--- config.mk ---
export PLATFORM = sky130hd
export DESIGN_NAME = beat_timer
export DESIGN_NICKNAME = d
export VERILOG_FILES = /design/src/rtl/beat_timer.sv
export SDC_FILE = /design/constraint.sdc
export NUM_CORES = 1
export LEC_CHECK = 0
export BUFFER_PORTS_ARGS = -buffer_cell sky130_fd_sc_hd__buf_2
export CORE_UTILIZATION = 35
export CTS_CLUSTER_DIAMETER = 100
export DETAILED_ROUTE_END_ITERATION = 12
export PLACE_DENSITY = 0.51
export SLEW_MARGIN = 20
export SYNTH_ARGS = -nofsm -noshare
export SYNTH_HDL_FRONTEND = slang
export SYNTH_SLANG_ARGS = --single-unit
--- constraint.sdc ---
create_clock -name clk -period 12.6 [get_ports clk]
set_clock_uncertainty 0.05 [all_clocks]
set_input_delay 0.63 -clock clk [delete_from_list [all_inputs] [get_ports clk]]
set_output_delay 0.63 -clock clk [all_outputs]
set_load 0.02 [all_outputs]
--- src/rtl/beat_timer.sv ---
// Note-duration timer for the buzzer path: decodes a beat descriptor into a
// sound phase and a silent articulation gap, gating the tone generator.
module beat_timer #(
   parameter int WHOLE_CYC = 50_000_000,
   parameter int CNT_W     = 28,
   parameter int GAP_CYC   = 500_000
) (
   input  logic       clk,
   input  logic       rst,
   input  logic       note_valid,
   output logic       note_ready,
   input  logic [3:0] beat,
   input  logic       dotted,
   input  logic       rest,
   input  logic [1:0] speed,
   input  logic       pause,
   input  logic       abort,
   output logic       tone_en,
   output logic       busy,
   output logic       note_done,
   output logic       bad_beat,
   output logic [1:0] dbg_state
);

   typedef enum logic [1:0] {
      IDLE  = 2'd0,
      SOUND = 2'd1,
      GAP   = 2'd2
   } state_t;

   localparam logic [CNT_W-1:0] WHOLE_W = CNT_W'(WHOLE_CYC);
   localparam logic [CNT_W-1:0] GAP_W   = CNT_W'(GAP_CYC);
   localparam logic [CNT_W-1:0] ONE_W   = CNT_W'(1);

   state_t           state_q, state_d;
   logic [CNT_W-1:0] cnt_q, cnt_d;
   logic [CNT_W-1:0] gap_q, gap_d;
   logic             rest_q, rest_d;
   logic             done_q, done_d;
   logic             bad_q, bad_d;

   logic             beat_ok;
   logic             accept;
   logic [CNT_W-1:0] base_w, dot_w, spd_w, dur_w, sound_w, gap_w;

   // Descriptor decode; only consumed on the accept cycle.
   always_comb begin
      beat_ok = (beat >= 4'd1) && (beat <= 4'd6);
      base_w  = WHOLE_W >> (beat - 4'd1);
      dot_w   = dotted ? (base_w + (base_w >> 1)) : base_w;
      case (speed)
         2'b01:   spd_w = dot_w << 1;
         2'b10:   spd_w = dot_w >> 1;
         default: spd_w = dot_w;
      endcase
      dur_w = (spd_w == '0) ? ONE_W : spd_w;
      if (dur_w > GAP_W) begin
         sound_w = dur_w - GAP_W;
         gap_w   = GAP_W;
      end else begin
         sound_w = dur_w;
         gap_w   = '0;
      end
   end

   // Handshake: a descriptor transfers on a cycle with note_valid & note_ready;
   // the source must hold it stable until then. abort vetoes the transfer.
   assign accept = note_valid & note_ready & ~abort;

   always_ff @(posedge clk) begin
      if (rst) begin
         state_q <= IDLE;
         cnt_q   <= '0;
         gap_q   <= '0;
         rest_q  <= 1'b0;
         done_q  <= 1'b0;
         bad_q   <= 1'b0;
      end else begin
         state_q <= state_d;
         cnt_q   <= cnt_d;
         gap_q   <= gap_d;
         rest_q  <= rest_d;
         done_q  <= done_d;
         bad_q   <= bad_d;
      end
   end

   always_comb begin
      state_d = state_q;
      cnt_d   = cnt_q;
      gap_d   = gap_q;
      rest_d  = rest_q;
      done_d  = 1'b0;
      bad_d   = 1'b0;
      if (abort) begin
         state_d = IDLE;
         cnt_d   = '0;
         gap_d   = '0;
      end else begin
         case (state_q)
            IDLE: begin
               if (accept) begin
                  if (beat_ok) begin
                     state_d = SOUND;
                     cnt_d   = sound_w;
                     gap_d   = gap_w;
                     rest_d  = rest;
                  end else begin
                     bad_d = 1'b1;
                  end
               end
            end
            SOUND: begin
               if (!pause) begin
                  if (cnt_q <= ONE_W) begin
                     if (gap_q != '0) begin
                        state_d = GAP;
                        cnt_d   = gap_q;
                     end else begin
                        state_d = IDLE;
                        cnt_d   = '0;
                        done_d  = 1'b1;
                     end
                  end else begin
                     cnt_d = cnt_q - ONE_W;
                  end
               end
            end
            GAP: begin
               if (!pause) begin
                  if (cnt_q <= ONE_W) begin
                     state_d = IDLE;
                     cnt_d   = '0;
                     done_d  = 1'b1;
                  end else begin
                     cnt_d = cnt_q - ONE_W;
                  end
               end
            end
            default: begin
               state_d = IDLE;
               cnt_d   = '0;
            end
         endcase
      end
   end

   always_comb begin
      note_ready = (state_q == IDLE) & ~pause & ~rst;
      tone_en    = (state_q == SOUND) & ~rest_q & ~pause;
      busy       = (state_q == SOUND) | (state_q == GAP);
      note_done  = done_q;
      bad_beat   = bad_q;
      dbg_state  = state_q;
   end

endmodule

==> impl.org <==
** Place
- Port buffering added 19 buffers.
- Placement-stage worst setup slack :: slightly below 5 ns
- Placed Area :: 6560 um^2
- Number of instances in the placed design :: 1,151
- DP Wirelength :: between 15 and 20 mm
- Gpl congestion :: around 0.98

** Synthesis
- Sorting the synthesized cells by how often they occur yields nand2_1 (111), nor2_1 (96), a21oi_1 (82), o21ai_0 (61), clkbuf_1 (48).
- Synthesis produced a netlist with a net count of 1,018.
- Post-synthesis area per instance :: between 6 and 7 um^2
- Count leader, synth :: nand2_1
- Synth top area share :: a little over a tenth
- The cell area that synthesis handed to floorplanning was approximately 6400 um^2.
- Yosys warnings :: 0
- Synthesis handed over a netlist of 961 instances.
- The largest total area in the synthesized netlist belongs to dfxtp_1.
- For this run, the leading register cell type out of synthesis is dfxtp_1.
- Post-synth EDFFs :: 0
- Cell types with the largest area share after synthesis :: dfxtp_1 (11%), ha_1 (8.4%), nand2_1 (6.5%), a21oi_1 (6.4%), nor2_1 (5.7%)
- Post-synth ARST share :: 0%
- Counting flops and latches in the post-synthesis netlist gives 34.
- Sequential cells were found to cover between 10% and 20% of the synthesized design area.
- Library cells used by synthesis :: 90

** Timing
- Measured against its own limit, the worst slew margin works out to a little under 30%.
- Time the worst path needs with I/O delays and setup :: roughly 7.5 ns
- Achievable clock frequency :: around 130 MHz
- Worst hold margin :: 0.435 ns
- Number of hold violations in the final report :: 0
- Number of pins with negative max-slew slack in the final report :: 0
- Final period util :: 59.2%
- At the pin with the least slew margin, the transition time is roughly 1.1 ns.
- After routing, the total negative slack on setup checks comes to 0 ns.
- RSZ-0062 raised after global routing :: no
- Setup slack closes at about 5.1 ns.
- Setup violations remaining at the end of the flow were counted as 0.

** Floorplan
- Die height :: around 140 um
- Placement row count :: 48
- The floorplan step defined a die boundary enclosing 18,800 um^2.
- 20 I/O pins were placed.
- The total area inside the core boundary comes to 17,500 um^2.
- Effective utilization at floorplan :: a little over a third
- Die span in x :: 137 um

** Setup path
- STA puts the critical path data arrival time at between 7 and 8 ns.
- Setup slack of the most critical reg-to-reg path :: between 8 and 9 ns
- The worst register-to-register path ends at cnt_q[8]$_SDFFE_PP0P_.
- FF-to-FF Start :: cnt_q[16]$_SDFFE_PP0P_
- Nature of the critical path endpoint :: flop
- Cells on worst reg2reg path :: 9
- For the worst setup path, the data required time is 12.72 ns.
- Along the worst path, the maximum fanout reaches 37.
- The worst setup path is of the primary input to flop kind.
- Startpoint types :: primary input

** Hold path
- Depth of the worst hold-timing path :: 2
- In this run the most critical hold path is launched from gap_q[17]$_SDFFE_PP0P_.
- The min-delay analysis places its worst path in the category flop to flop.
- The path with the worst hold slack has its endpoint at gap_q[17]$_SDFFE_PP0P_.

** Finish
- After routing the design area is between 6000 and 7000 um^2.
- Proportion of layout cells with a drive suffix above 1 :: 8.03%
- The area growth from synthesis to layout is 5.12%.
- The count of cells in the finished layout, fillers not included, comes to 1,159.
- Ant. Diodes :: 0
- Final-stage net count :: between 900 and 1,000

** Clocking
- Number of CTS-inserted buffers :: 5
- CTS Buffer Depth :: 2
- Counting every sink on the clock net gives 34.
- The tree is rooted in a clkbuf_16.
- TritonCTS built the clock tree.
- The later pin in the worst-skew pair is clocked with a latency of 0.28 ns.
- After clock tree synthesis, the clock-pin slew on the worst setup and hold paths is around 0.060 ns.
- Quantity of hold-fixing buffers added after cts :: 0
- After clock tree synthesis, the repair step resized 0 gates.
- Post-CTS setup-driven buffer insertion count :: 0
- In this run the number of H-tree levels came out at 2.

** Power
- The worst-case IR drop observed on VDD is around 0.068 mV.
- Leakage power summed over all cells :: roughly 2.6 nW
- For this design the ratio of total power to cell area is ~100 nW/um^2.

** Detailed routing
- The pre-antenna-repair detailed-routing pass consisted of 5 iterations.
- The routed design has between 20 and 25 mm of wire.
- After the first detailed-routing iteration, the DRC count stood at ~560.
- Dividing the detail-routed wire length by the instance count gives ~18 um.
- Number of nets with antenna violations after detailed routing :: 0
- Residual DRC :: 0
- Avg Vias per Cell :: 6.08
- Via count :: about 7,000

** Global route
- The number of global-route vias before repair came to ~6,300.
- The total overflow left after global routing is 0.
- Entering global routing, the biggest net connects 66 pins.
- The initial antenna violation count was 0.
- The first global-routing pass estimated about 34 mm of wire.
- In the global route stage, overall resource usage came out at a little under a quarter.

** Run
- The tool flagged a number of max-cap violations equal to 0.

** Run status
- Outcome :: finished, final reports clean
## per-layer routing
| metal | GRT usage [%] | share of wire [%] | vias to the layer above |
|---|---|---|---|
| met5 | 0 | 0 | - |
| met4 | 5.49 | 1.5 | 0 |
| met3 | 1.19 | 4.0 | 20 |
| met2 | 37.5 | 46 | 182 |
| met1 | 32.0 | 49 | 3289 |
| li1 | - | - | 3561 |
## cell usage in the layout (no fill, tap or decap), types with 16 or more instances in the layout
cell type,Yosys,layout
nand2b_1,16,16
inv_1,30,30
nor2_1,96,96
nand4_1,16,16
xnor2_1,22,22
dfxtp_1,34,34
buf_2,4,19
nor3_1,36,36
o22ai_1,20,20
nand3_1,32,32
ha_1,43,43
nand2_1,111,111
a21oi_1,82,82
o21ai_0,61,61
## kinds of logic after synthesis
family	synth area share (%)
buffers and inverters	6.02
XOR/XNOR	4.26
multiplexers	3.24
AO/OA/AOI/OAI	35.2
AND/OR/NAND/NOR	31.7
adder cells (fa/ha/maj)	8.91
flip-flops	10.7
## worst max path at each step
stage	cells after the start	endpoint	from	slack, ns
3_3_place_gp	22	cnt_q[26]$_SDFFE_PP0P_	beat[0]	4.94
2_1_floorplan	29	cnt_q[25]$_SDFFE_PP0P_	beat[0]	5.42
4_1_cts	22	cnt_q[6]$_SDFFE_PP0P_	beat[0]	5.12
3_5_place_dp	22	cnt_q[6]$_SDFFE_PP0P_	beat[0]	4.85
5_1_grt	22	cnt_q[6]$_SDFFE_PP0P_	beat[0]	4.44
6_report	22	cnt_q[6]$_SDFFE_PP0P_	beat[0]	5.13
## through the flow
stage / utilization, % / power, mW
floorplan: - / 0.445
global placement: 37.4 / 0.535
detailed placement: 37.4 / 0.533
CTS: 38.2 / 0.662
global route: 38.2 / 0.715
finish: 38.2 / 0.662
## worst max-delay path: stages
cell	delay [ns]
buf_2	0.34
inv_1	0.15
ha_1	0.34
ha_1	1.03
a31o_2	0.32
ha_1	0.20
inv_1	0.07
fa_1	0.39
nand2b_1	0.17
a211o_1	0.29
a211o_1	0.36
o21ai_1	0.42
xnor2_1	0.24
o221a_2	0.24
o211ai_1	0.21
a311oi_1	0.52
o31ai_1	0.16
o31ai_1	0.39
a21o_1	0.58
mux2i_1	0.18
a221oi_1	0.26
nor2_1	0.07
## area by class of cell
type	count	area, um^2
clock buffer	7	143
tap	225	282
sequential	34	681
multi-input combinational	832	5320
fill	1923	10800
inverter	34	128
clock inverter	1	5.00
timing repair buffer	26	148
## flip-flops by register name (all words and copies together), names as in the netlist
register and count:
dbg_state 2, bad_beat 1, cnt_q 28, note_done 1, gap_q 1, rest_q 1
## power by group
group	internal, mW	total [mW]	switching, mW
Sequential	0.109	0.110	0.00107
Combinational	0.157	0.428	0.270
Clock	0.0783	0.125	0.0467
Power figures use the tool's default switching activity.
